File: config.mk
export PLATFORM = sky130hd
export DESIGN_NAME = stage4_mem_flat
export DESIGN_NICKNAME = d
export VERILOG_FILES = /design/src/rtl/stage4_mem_pkg.sv /design/src/rtl/stage4_mem_if.sv /design/src/rtl/stage4_mem_load_align.sv /design/src/rtl/stage4_mem.sv /design/src/flat_wrapper.sv
export SDC_FILE = /design/constraint.sdc
export NUM_CORES = 1
export LEC_CHECK = 0
export ABC_AREA = 1
export ABC_CLOCK_PERIOD_IN_PS = 2400
export CAP_MARGIN = 25
export CORE_MARGIN = 2
export CORE_UTILIZATION = 45
export CTS_BUF_LIST = sky130_fd_sc_hd__clkbuf_2
export DETAILED_ROUTE_END_ITERATION = 10
export PLACE_DENSITY_LB_ADDON = 0.25
export SYNTH_ARGS = -nofsm -noshare
export SYNTH_HDL_FRONTEND = slang
export SYNTH_SLANG_ARGS = --single-unit
File: constraint.sdc
create_clock -name clk -period 2.4 [get_ports clk]
set_input_delay 0.36 -clock clk [delete_from_list [all_inputs] [get_ports clk]]
set_output_delay 0.36 -clock clk [all_outputs]
set_load 0.005 [all_outputs]
File: src/rtl/stage4_mem_pkg.sv
// Shared types and constants for the memory-access stage.
package fullsend_pkg;

  localparam int unsigned XLEN  = 32;
  localparam int unsigned EXM_N = 4;
  localparam int unsigned MWB_N = 3;

  localparam logic [6:0] OP_LOAD  = 7'b0000011;
  localparam logic [6:0] OP_STORE = 7'b0100011;

  localparam logic [2:0] F3_B  = 3'b000;
  localparam logic [2:0] F3_H  = 3'b001;
  localparam logic [2:0] F3_W  = 3'b010;
  localparam logic [2:0] F3_BU = 3'b100;
  localparam logic [2:0] F3_HU = 3'b101;

  localparam int unsigned EXM_IR   = 0;
  localparam int unsigned EXM_COND = 1;
  localparam int unsigned EXM_ALU  = 2;
  localparam int unsigned EXM_B    = 3;

  localparam int unsigned MWB_IR  = 0;
  localparam int unsigned MWB_LMD = 1;
  localparam int unsigned MWB_ALU = 2;

  typedef enum logic [1:0] {IDLE, REQ, WAIT} mem_state_t;
  typedef enum logic [1:0] {SZ_B, SZ_H, SZ_W} acc_size_t;

  // Access width of a memop; unlisted funct3 codes fall back to a word.
  function automatic acc_size_t acc_size(input logic is_load, input logic [2:0] f3);
    acc_size_t sz;
    sz = SZ_W;
    case (f3)
      F3_B:  sz = SZ_B;
      F3_H:  sz = SZ_H;
      F3_W:  sz = SZ_W;
      F3_BU: sz = is_load ? SZ_B : SZ_W;
      F3_HU: sz = is_load ? SZ_H : SZ_W;
      default: sz = SZ_W;
    endcase
    return sz;
  endfunction

endpackage

File: src/rtl/stage4_mem_if.sv
// Request/grant/rvalid data-memory port.
interface stage4_mem_if import fullsend_pkg::*; ();
  logic            dmem_req;
  logic            dmem_we;
  logic [XLEN-1:0] dmem_addr;
  logic [XLEN-1:0] dmem_wdata;
  logic [3:0]      dmem_be;
  logic            dmem_gnt;
  logic            dmem_rvalid;
  logic [XLEN-1:0] dmem_rdata;

  modport master (
    output dmem_req, dmem_we, dmem_addr, dmem_wdata, dmem_be,
    input  dmem_gnt, dmem_rvalid, dmem_rdata
  );

  modport slave (
    input  dmem_req, dmem_we, dmem_addr, dmem_wdata, dmem_be,
    output dmem_gnt, dmem_rvalid, dmem_rdata
  );
endinterface

File: src/rtl/stage4_mem_load_align.sv
// Load data lane extraction and sign/zero extension.
module load_align import fullsend_pkg::*; (
  input  logic [XLEN-1:0] rdata_i,
  input  logic [1:0]      addr_i,
  input  logic [2:0]      funct3_i,
  output logic [XLEN-1:0] lmd_c_o
);

  logic [7:0]  byte_v;
  logic [15:0] half_v;

  // Pick the addressed byte/halfword and extend per funct3.
  always_comb begin
    byte_v  = rdata_i[{addr_i, 3'b000} +: 8];
    half_v  = addr_i[1] ? rdata_i[31:16] : rdata_i[15:0];
    lmd_c_o = rdata_i;
    case (funct3_i)
      F3_B:  lmd_c_o = {{24{byte_v[7]}}, byte_v};
      F3_BU: lmd_c_o = {24'h0, byte_v};
      F3_H:  lmd_c_o = {{16{half_v[15]}}, half_v};
      F3_HU: lmd_c_o = {16'h0, half_v};
      default: lmd_c_o = rdata_i;
    endcase
  end

endmodule

File: src/rtl/stage4_mem.sv
// Memory-access stage: issues loads/stores on the dmem port, stalls
// upstream while an access is outstanding, and writes MEM/WB.
// Build option: MISALIGN_TRAP_EN traps misaligned memops instead of issuing.
module stage4_mem import fullsend_pkg::*; #(
  parameter int unsigned RESP_TIMEOUT = 256
) (
  input  logic                       clk,
  input  logic                       reset_n,
  input  logic [EXM_N-1:0][XLEN-1:0] ex_mem,
  input  logic                       ex_valid,
  output logic                       mem_stall,
  stage4_mem_if.master               dmem,
  output logic [MWB_N-1:0][XLEN-1:0] mem_wb,
  output logic                       wb_valid,
  output logic                       mem_err
);

  localparam int unsigned CNT_W = $clog2(RESP_TIMEOUT + 1);

  mem_state_t                 state_q, state_d;
  logic [MWB_N-1:0][XLEN-1:0] mem_wb_q, mem_wb_d;
  logic                       wb_valid_q, wb_valid_d;
  logic                       mem_err_q, mem_err_d;
  logic                       req_q, req_d;
  logic                       we_q, we_d;
  logic [XLEN-1:0]            addr_q, addr_d;
  logic [XLEN-1:0]            wdata_q, wdata_d;
  logic [3:0]                 be_q, be_d;
  logic [CNT_W-1:0]           cnt_q, cnt_d;

  logic [XLEN-1:0] ir, ea, sdata, lmd, st_wdata;
  logic [3:0]      st_be;
  logic            is_load, is_store, memop, trap_c, timeout_c;
  acc_size_t       size;
  logic            unused_ok;

  assign ir       = ex_mem[EXM_IR];
  assign ea       = ex_mem[EXM_ALU];
  assign sdata    = ex_mem[EXM_B];
  assign is_load  = (ir[6:0] == OP_LOAD);
  assign is_store = (ir[6:0] == OP_STORE);
  assign memop    = is_load | is_store;
  assign size     = acc_size(is_load, ir[14:12]);
  assign unused_ok = ^{ex_mem[EXM_COND], ir[31:15], ir[11:7]};

`ifdef MISALIGN_TRAP_EN
  assign trap_c = memop & (((size == SZ_H) & ea[0]) | ((size == SZ_W) & (ea[1:0] != 2'b00)));
`else
  assign trap_c = 1'b0;
`endif

  // The Nth WAIT cycle without rvalid is the last one allowed.
  assign timeout_c = (cnt_q == CNT_W'(RESP_TIMEOUT - 1));

  load_align u_load_align (
    .rdata_i  (dmem.dmem_rdata),
    .addr_i   (ea[1:0]),
    .funct3_i (ir[14:12]),
    .lmd_c_o  (lmd)
  );

  // Store byte enables and lane-replicated write data.
  always_comb begin
    st_be    = 4'hF;
    st_wdata = sdata;
    case (size)
      SZ_B: begin
        st_be    = 4'b0001 << ea[1:0];
        st_wdata = {4{sdata[7:0]}};
      end
      SZ_H: begin
        st_be    = ea[1] ? 4'b1100 : 4'b0011;
        st_wdata = {2{sdata[15:0]}};
      end
      default: begin
        st_be    = 4'hF;
        st_wdata = sdata;
      end
    endcase
  end

  // Next-state, stall and MEM/WB update logic.
  always_comb begin
    state_d    = state_q;
    mem_wb_d   = mem_wb_q;
    wb_valid_d = 1'b0;
    mem_err_d  = 1'b0;
    req_d      = req_q;
    we_d       = we_q;
    addr_d     = addr_q;
    wdata_d    = wdata_q;
    be_d       = be_q;
    cnt_d      = cnt_q;
    mem_stall  = 1'b0;
    unique case (state_q)
      IDLE: begin
        if (ex_valid) begin
          // Non-memops and trapped memops retire in one cycle without stalling.
          if (!memop || trap_c) begin
            mem_wb_d[MWB_IR]  = ir;
            mem_wb_d[MWB_LMD] = '0;
            mem_wb_d[MWB_ALU] = ea;
            wb_valid_d        = 1'b1;
            mem_err_d         = trap_c;
          end else begin
            mem_stall = 1'b1;
            req_d     = 1'b1;
            we_d      = is_store;
            addr_d    = {ea[XLEN-1:2], 2'b00};
            wdata_d   = st_wdata;
            be_d      = st_be;
            state_d   = REQ;
          end
        end
      end
      REQ: begin
        mem_stall = !(dmem.dmem_gnt && we_q);
        if (dmem.dmem_gnt) begin
          req_d = 1'b0;
          if (we_q) begin
            mem_wb_d[MWB_IR]  = ir;
            mem_wb_d[MWB_LMD] = '0;
            mem_wb_d[MWB_ALU] = ea;
            wb_valid_d        = 1'b1;
            state_d           = IDLE;
          end else begin
            cnt_d   = '0;
            state_d = WAIT;
          end
        end
      end
      WAIT: begin
        if (dmem.dmem_rvalid) begin
          mem_wb_d[MWB_IR]  = ir;
          mem_wb_d[MWB_LMD] = lmd;
          mem_wb_d[MWB_ALU] = ea;
          wb_valid_d        = 1'b1;
          state_d           = IDLE;
        end else if (timeout_c) begin
          mem_wb_d[MWB_IR]  = ir;
          mem_wb_d[MWB_LMD] = '0;
          mem_wb_d[MWB_ALU] = ea;
          wb_valid_d        = 1'b1;
          mem_err_d         = 1'b1;
          state_d           = IDLE;
        end else begin
          cnt_d     = cnt_q + CNT_W'(1);
          mem_stall = 1'b1;
        end
      end
      default: state_d = IDLE;
    endcase
  end

  // State and output registers.
  always_ff @(posedge clk or negedge reset_n) begin
    if (!reset_n) begin
      state_q    <= IDLE;
      mem_wb_q   <= '0;
      wb_valid_q <= 1'b0;
      mem_err_q  <= 1'b0;
      req_q      <= 1'b0;
      we_q       <= 1'b0;
      addr_q     <= '0;
      wdata_q    <= '0;
      be_q       <= '0;
      cnt_q      <= '0;
    end else begin
      state_q    <= state_d;
      mem_wb_q   <= mem_wb_d;
      wb_valid_q <= wb_valid_d;
      mem_err_q  <= mem_err_d;
      req_q      <= req_d;
      we_q       <= we_d;
      addr_q     <= addr_d;
      wdata_q    <= wdata_d;
      be_q       <= be_d;
      cnt_q      <= cnt_d;
    end
  end

  assign mem_wb          = mem_wb_q;
  assign wb_valid        = wb_valid_q;
  assign mem_err         = mem_err_q;
  assign dmem.dmem_req   = req_q;
  assign dmem.dmem_we    = we_q;
  assign dmem.dmem_addr  = addr_q;
  assign dmem.dmem_wdata = wdata_q;
  assign dmem.dmem_be    = be_q;

endmodule

File: src/flat_wrapper.sv
// flat-port wrapper written by rule: the top's interface ports become plain ports
module stage4_mem_flat import fullsend_pkg::*;
#(
  parameter int unsigned RESP_TIMEOUT = 256
)
  (clk, reset_n, ex_mem, ex_valid, mem_stall, mem_wb, wb_valid, mem_err, dmem_dmem_req, dmem_dmem_we, dmem_dmem_addr, dmem_dmem_wdata, dmem_dmem_be, dmem_dmem_gnt, dmem_dmem_rvalid, dmem_dmem_rdata);
  stage4_mem_if dmem_i ();
  input  logic clk;
  input  logic reset_n;
  input  logic [EXM_N-1:0][XLEN-1:0] ex_mem;
  input  logic ex_valid;
  output logic mem_stall;
  output logic [MWB_N-1:0][XLEN-1:0] mem_wb;
  output logic wb_valid;
  output logic mem_err;
  output wire logic [$bits(dmem_i.dmem_req)-1:0] dmem_dmem_req;
  output wire logic [$bits(dmem_i.dmem_we)-1:0] dmem_dmem_we;
  output wire logic [$bits(dmem_i.dmem_addr)-1:0] dmem_dmem_addr;
  output wire logic [$bits(dmem_i.dmem_wdata)-1:0] dmem_dmem_wdata;
  output wire logic [$bits(dmem_i.dmem_be)-1:0] dmem_dmem_be;
  input wire logic [$bits(dmem_i.dmem_gnt)-1:0] dmem_dmem_gnt;
  input wire logic [$bits(dmem_i.dmem_rvalid)-1:0] dmem_dmem_rvalid;
  input wire logic [$bits(dmem_i.dmem_rdata)-1:0] dmem_dmem_rdata;
  assign dmem_dmem_req = dmem_i.dmem_req;
  assign dmem_dmem_we = dmem_i.dmem_we;
  assign dmem_dmem_addr = dmem_i.dmem_addr;
  assign dmem_dmem_wdata = dmem_i.dmem_wdata;
  assign dmem_dmem_be = dmem_i.dmem_be;
  assign dmem_i.dmem_gnt = dmem_dmem_gnt;
  assign dmem_i.dmem_rvalid = dmem_dmem_rvalid;
  assign dmem_i.dmem_rdata = dmem_dmem_rdata;
  stage4_mem #(.RESP_TIMEOUT(RESP_TIMEOUT)) u_core (.clk(clk), .reset_n(reset_n), .ex_mem(ex_mem), .ex_valid(ex_valid), .mem_stall(mem_stall), .dmem(dmem_i), .mem_wb(mem_wb), .wb_valid(wb_valid), .mem_err(mem_err));
endmodule
# Word-level counts from Yosys, hierarchy flattened
# Cells that the tools add are included.
# Widths: inputs -> output; s select.
# op_classes
n_shift,2
mux,45
n_reduce_logical,13
bitwise,1
n_eq_ne,18
n_addsub,1
# ops
op,count
$mux 96,6
$pmux 96 s3,1
$pmux 32 s4,1
$pmux 32 s2,1
$mux 9,4
$shiftx 32x6->8,1
$pmux 9 s2,1
$mux 16,1
$mux 2,8
$mux 1,15
$ne 2x2->1 const B,6
$add 9x1->9 const B,1
$eq 9x8->1 const B,1
$pmux 2 s4,1
$pmux 4 s2,1
$reduce_and 4->1,2
$eq 7x2->1 const B,1
$eq 7x6->1 const B,1
$eq 3x3->1 const B,2
$pmux 1 s3,2
$pmux 2 s3,1
$reduce_and 6->1,1
$reduce_and 5->1,1
$eq 2x1->1 const B,2
other kinds (15),18
# word_totals
elab_cells,92
output_inout_bits,169
register_bits,177
input_bits,165

# Logic depth before layout (Yosys ltp)
# logic_depth
word_depth,5
mapped_depth,15

# Hierarchy
# From an unflattened synthesis, not the netlist that was laid out.
# unflattened
cells_unflattened,1062
area_unflattened_um2,8386.8
# modules_own_cells
mod,cells_each,seq_area_each_um2,n_inst,area_per_inst_um2
stage4_mem,903,4429.2,1,7574.8
load_align,159,0.0,1,812.0

# Worst setup path before layout
# No wires, ideal clock.
# synth_path
path_type,register to register
start,register u_core.cnt_q[0]
end,"register u_core.mem_wb_q, in the netlist u_core.mem_wb[0]"
t_arrival_ns,1.862
path_stages_with_launch,16
setup_slack_ns,0.421
n_path_buf,2
required_time_ns,2.284
synth_period_minus_slack_ns,1.979
cell_sequence,dfrtp_1 -> ha_1 -> nand2_1 -> nor2_1 -> nand4_1 -> nor2_1 -> ha_1 -> inv_1 -> a21oi_1 -> a21oi_1 -> nand2_1 -> inv_2 -> buf_6 -> buf_4 -> nand2_1 -> nand2_1
# synth_via
elab_chain_len,3
# synth_lines
item,line_no,text
"start, declared",stage4_mem.sv:29,"logic [CNT_W-1:0] cnt_q, cnt_d;"
"start signal, assigned",stage4_mem.sv:178,cnt_q <= cnt_d;
$eq 9x8->1,stage4_mem.sv:53,assign timeout_c = (cnt_q == CNT_W'(RESP_TIMEOUT - 1));
$ne 3x2->1 (no source line),n/a,
$reduce_and 6->1 (no source line),n/a,
"end signal, assigned",stage4_mem.sv:170,mem_wb_q <= mem_wb_d;
"end, declared",stage4_mem.sv:21,"logic [MWB_N-1:0][XLEN-1:0] mem_wb_q, mem_wb_d;"
# No other way between the ends.
# A chain may end at the register's enable or synchronous reset.

# Worst setup path after layout
# layout_path
start,register u_core.cnt_q[1]
end,output mem_stall
# layout_via
elab_chain_len,4
# layout_lines
item,line_no,text
$eq 9x8->1,stage4_mem.sv:53,
$mux 1,stage4_mem.sv:139,end else if (timeout_c) begin
$mux 1,stage4_mem.sv:133,if (dmem.dmem_rvalid) begin
$pmux 1 s3,stage4_mem.sv:95,unique case (state_q)
"end, declared",flat_wrapper.sv:12,output logic mem_stall;
# No other way between the ends.

==> results.txt <==
- The number of antenna violations at the first check in global routing was 3.
- Final weighted congestion of routability-driven global placement: 0.900
- First-pass GRT wire length: 36700 µm
- Vias post-DR: 7803
* Clock latency of the later-clocked register in the worst-skew pair: 0.78 ns
- Ranked by instance count, the synthesized netlist is headed by sky130_fd_sc_hd__nand2_1, sky130_fd_sc_hd__dfrtp_1, sky130_fd_sc_hd__o21ai_0.
- Die outline area: 19000 µm²
- In the final routed layout, each cell accounts on average for 15.8 µm.
* Final slew viol count: 0
* Initial drt markers: 530
* Met2 layer usage reported by global route: 40.3%
- Setup slack on the critical path of the routed design comes to -0.318 ns.
- Global routing consumed, over all layers together, 25.1% of the routing resources.
* Achievable clock frequency: 0.368 GHz
- Dominant cell type by area after synthesis: sky130_fd_sc_hd__dfrtp_1
- The flow ran to the end, but the final reports show violations.
- Via count of the first global-routing pass: 7154
- Average cell area after synthesis: 7.83 µm²
- Data on the critical path arrives at its endpoint at 2.36 ns.
- After detailed routing, the number of vias per cell comes to 4.92.
- The checks that failed: setup timing.
* Nets: 1512
- Worst-margin pin slew: 0.564 ns
- The slowest stage of the critical path is the sky130_fd_sc_hd__dfrtp_1 cell.
- Summed over all layers, the global routing overflow is 0.
- Most numerous cell in the Yosys netlist: sky130_fd_sc_hd__nand2_1
- Register-to-register path setup slack: 0.10 ns
* Clock slew seen by the registers of the worst setup and hold paths: 0.29 ns
- Placement-stage worst setup slack: -0.00872 ns
- Number of endpoints failing setup at the final stage: 1
- Relative area change from synthesis to final layout: 46.6%
* # H-tree levels: 4
- Number of nets with antenna violations after routing: 0
- Number of cells produced by synthesis: 1029
- Maximum VDD drop: 273 µV
- Count of pins on the block boundary: 334
* Req. time, crit path: 2.04 ns
* Fraction of post-synthesis cell area in the top cell type by area: 55.0%
- TritonCTS built the clock tree.
* Final critical path time including I/O delays and setup: 2.72 ns
- Entering global routing, the biggest net connects 71 pins.
* Classification of the worst setup path: flop to primary output
- Total core area: 17400 µm²
- Measured against its own limit, the worst slew margin works out to 62.4%.
- After detailed routing, the number of remaining DRC violations is 0.
- Cells along the critical path: ha_2 > nand2_2 > nor2_4 > nand4_1 > nor2_2 > ha_2 > inv_2 > nand3_2 > o211ai_1 > buf_2
- Dividing total power by cell area gives a power density of 549 nW/µm².
- Maximum fanout along the worst path: 2
- Register bit total from synthesis: 177
* Kind of end point of the critical path: primary output
* Initial core utilization: 46.3%
* Share of the cycle needed by the critical path after routing: 113%
- Fill cells in the final layout number 1456.
- Clock skew on the completed layout was measured at 0.0319 ns.
- Leakage dissipation: 6.02 nW
- In the global route stage, met3 resource usage came out at 8.72%.
* Crit-path max cell delay: 0.43 ns
- Utilization after layout: 67.8%
- The netlist uses 34 different library cells.
- DPL Wire Length: 17200 µm
* Design Power: 6.48 mW
- Number of synthesis warnings: 0
- Worst path most repeated cell: sky130_fd_sc_hd__ha_2
- Final hold violation count: 0
- TritonCTS Buffers: 17
* EDFF count, synth: 0
- Share of synthesized flip-flops with an asynchronous set or reset: 100%
* Fraction of layout cells with a size suffix above 1: 7.88%
- The most used flip-flop cell after synthesis is sky130_fd_sc_hd__dfrtp_1.
* Post-Place Cells: 1533
- Cell types occupying the most area after synthesis: sky130_fd_sc_hd__dfrtp_1, sky130_fd_sc_hd__nand2_1, sky130_fd_sc_hd__o21ai_0
* Met1 Resource Use GR: 31.9%
* Setup repair after global routing missed its margin: true
* CTS sink cnt: 177
- In this run the deepest clock path goes through 2 buffers.
* First drt pass iteration count: 5
- Max-cap violations in this run came to 0.
* Cell Area, Synth: 8060 µm²
* Total of buffers placed on input and output ports: 299
- Measured along the x axis, the die boundary spans 138 µm.
* Critical Path Start Type: flop
* Final instance count without filler cells: 1585
- CTS placed an instance of sky130_fd_sc_hd__clkbuf_2 at the clock tree root.
- Sequential element share of the synthesized area: 55.0%
- Summed over all failing endpoints, the final setup total negative slack is -0.318 ns.
* Total length of routed wires: 25000 µm
- Most used routing layer: met2
- Core Rows: 48
- In this run the worst hold path is classified as input pin to asynchronous set/reset pin.
- Chip Height: 138 µm
==> area by class of cell <==
class | count | area, µm² | area share (%)
timing repair buffer | 345 | 3520 | 29.8
antenna | 2 | 5.00 | 0.0424
tap | 225 | 282 | 2.38
multi-input combinational | 743 | 3120 | 26.4
inverter | 61 | 231 | 1.96
clock inverter | 15 | 144 | 1.22
clock buffer | 17 | 85.1 | 0.720
sequential | 177 | 4430 | 37.5
==> layout by cell type (no fill, tap or decap), drive strengths merged <==
| cell | Yosys | layout |
|---|---|---|
| clkinvlp | 0 | 3 |
| and3 | 1 | 1 |
| o31ai | 1 | 1 |
| nor3 | 8 | 8 |
| a21oi | 19 | 19 |
| nor2 | 53 | 53 |
| dlygate4sd3 | 0 | 3 |
| a22o | 1 | 1 |
| nand4 | 7 | 7 |
| buf | 35 | 42 |
| clkdlybuf4s50 | 0 | 297 |
| inv | 60 | 68 |
| dfrtp | 177 | 177 |
| o211ai | 6 | 6 |
| clkbuf | 13 | 20 |
| or2 | 4 | 4 |
| o22ai | 3 | 3 |
| xor2 | 1 | 1 |
| clkinv | 1 | 5 |
| nand2 | 547 | 547 |
| conb | 1 | 2 |
| o21ai | 59 | 59 |
| diode | 0 | 2 |
| nand3 | 29 | 29 |
| ha | 2 | 2 |
==> what timing repair did <==
action,4_1_cts,5_1_grt
setup endpoints to repair,1,97
gates cloned,0,4
pin swaps,6,6
endpoints found under the hold margin,177,2
buffers inserted,5,6
gates resized for setup,9,7
hold buffers,1,2
==> worst max-delay path, delay by kind of cell, from the launching register on <==
family	cells	cell delay, ns
buf+inv	2	0.19
fa+ha+maj	2	0.39
simple gates	5	0.49
compound gates	1	0.11
flops	1	0.43
==> final timing paths <==
| path | start | end | cells past startpoint |
|---|---|---|---|
| max in group asynchronous | reset_n | u_core.mem_wb[92]$_DFFE_PN0P_ | 3 |
| hold reg to reg | u_core.mem_wb[92]$_DFFE_PN0P_ | u_core.mem_wb[92]$_DFFE_PN0P_ | 2 |
| setup / recovery | u_core.cnt_q[1]$_DFFE_PN0P_ | mem_stall | 10 |
| min in group clk | ex_mem[20] | u_core.mem_wb[20]$_DFFE_PN0P_ | 3 |
| setup reg to reg | u_core.cnt_q[1]$_DFFE_PN0P_ | u_core.mem_wb[76]$_DFFE_PN0P_ | 15 |
| hold / removal | reset_n | u_core.mem_wb[50]$_DFFE_PN0P_ | 2 |
==> logic make-up after synthesis <==
family	count (synthesis)	share of synthesized area (%)
simple gates	649	31.7
flops	177	55.0
buf+inv	110	6.79
compound gates	89	6.03
fa+ha+maj	2	0.311
xor+xnor	1	0.109
other cells	1	0.0466
==> where the power goes <==
part	total (mW)	switching, mW	internal, mW
Clock	1.52	1.19	0.329
Combinational	1.54	0.661	0.883
Sequential	3.42	0.156	3.26
==> through the flow <==
stage | area, µm² | hold slack [ns]
final | 11800 | 0.0600
after global routing | 11800 | 0.00347
after CTS | 11600 | 0.0171
after detailed placement | 11400 | 0.376
after global placement | 11400 | 0.372
after floorplan | 8060 | 0.0644
==> per-layer routing <==
metal	routed length, µm	vias up	share of wire, %
li1	-	3809	-
met1	10200	3617	41
met2	11900	328	48
met3	2300	49	9.2
met4	578	0	2.3
met5	0	-	0
==> flip-flops by register name (all words and copies together), names as in the netlist <==
register,count
u_core.dmem.dmem_wdata,32
u_core.dmem.dmem_addr,30
u_core.wb_valid,1
u_core.mem_wb,96
u_core.mem_err,1
u_core.dmem.dmem_be,4
u_core.dmem.dmem_we,1
u_core.state_q,2
u_core.cnt_q,9
u_core.dmem.dmem_req,1
Power figures use the tool's default switching activity.
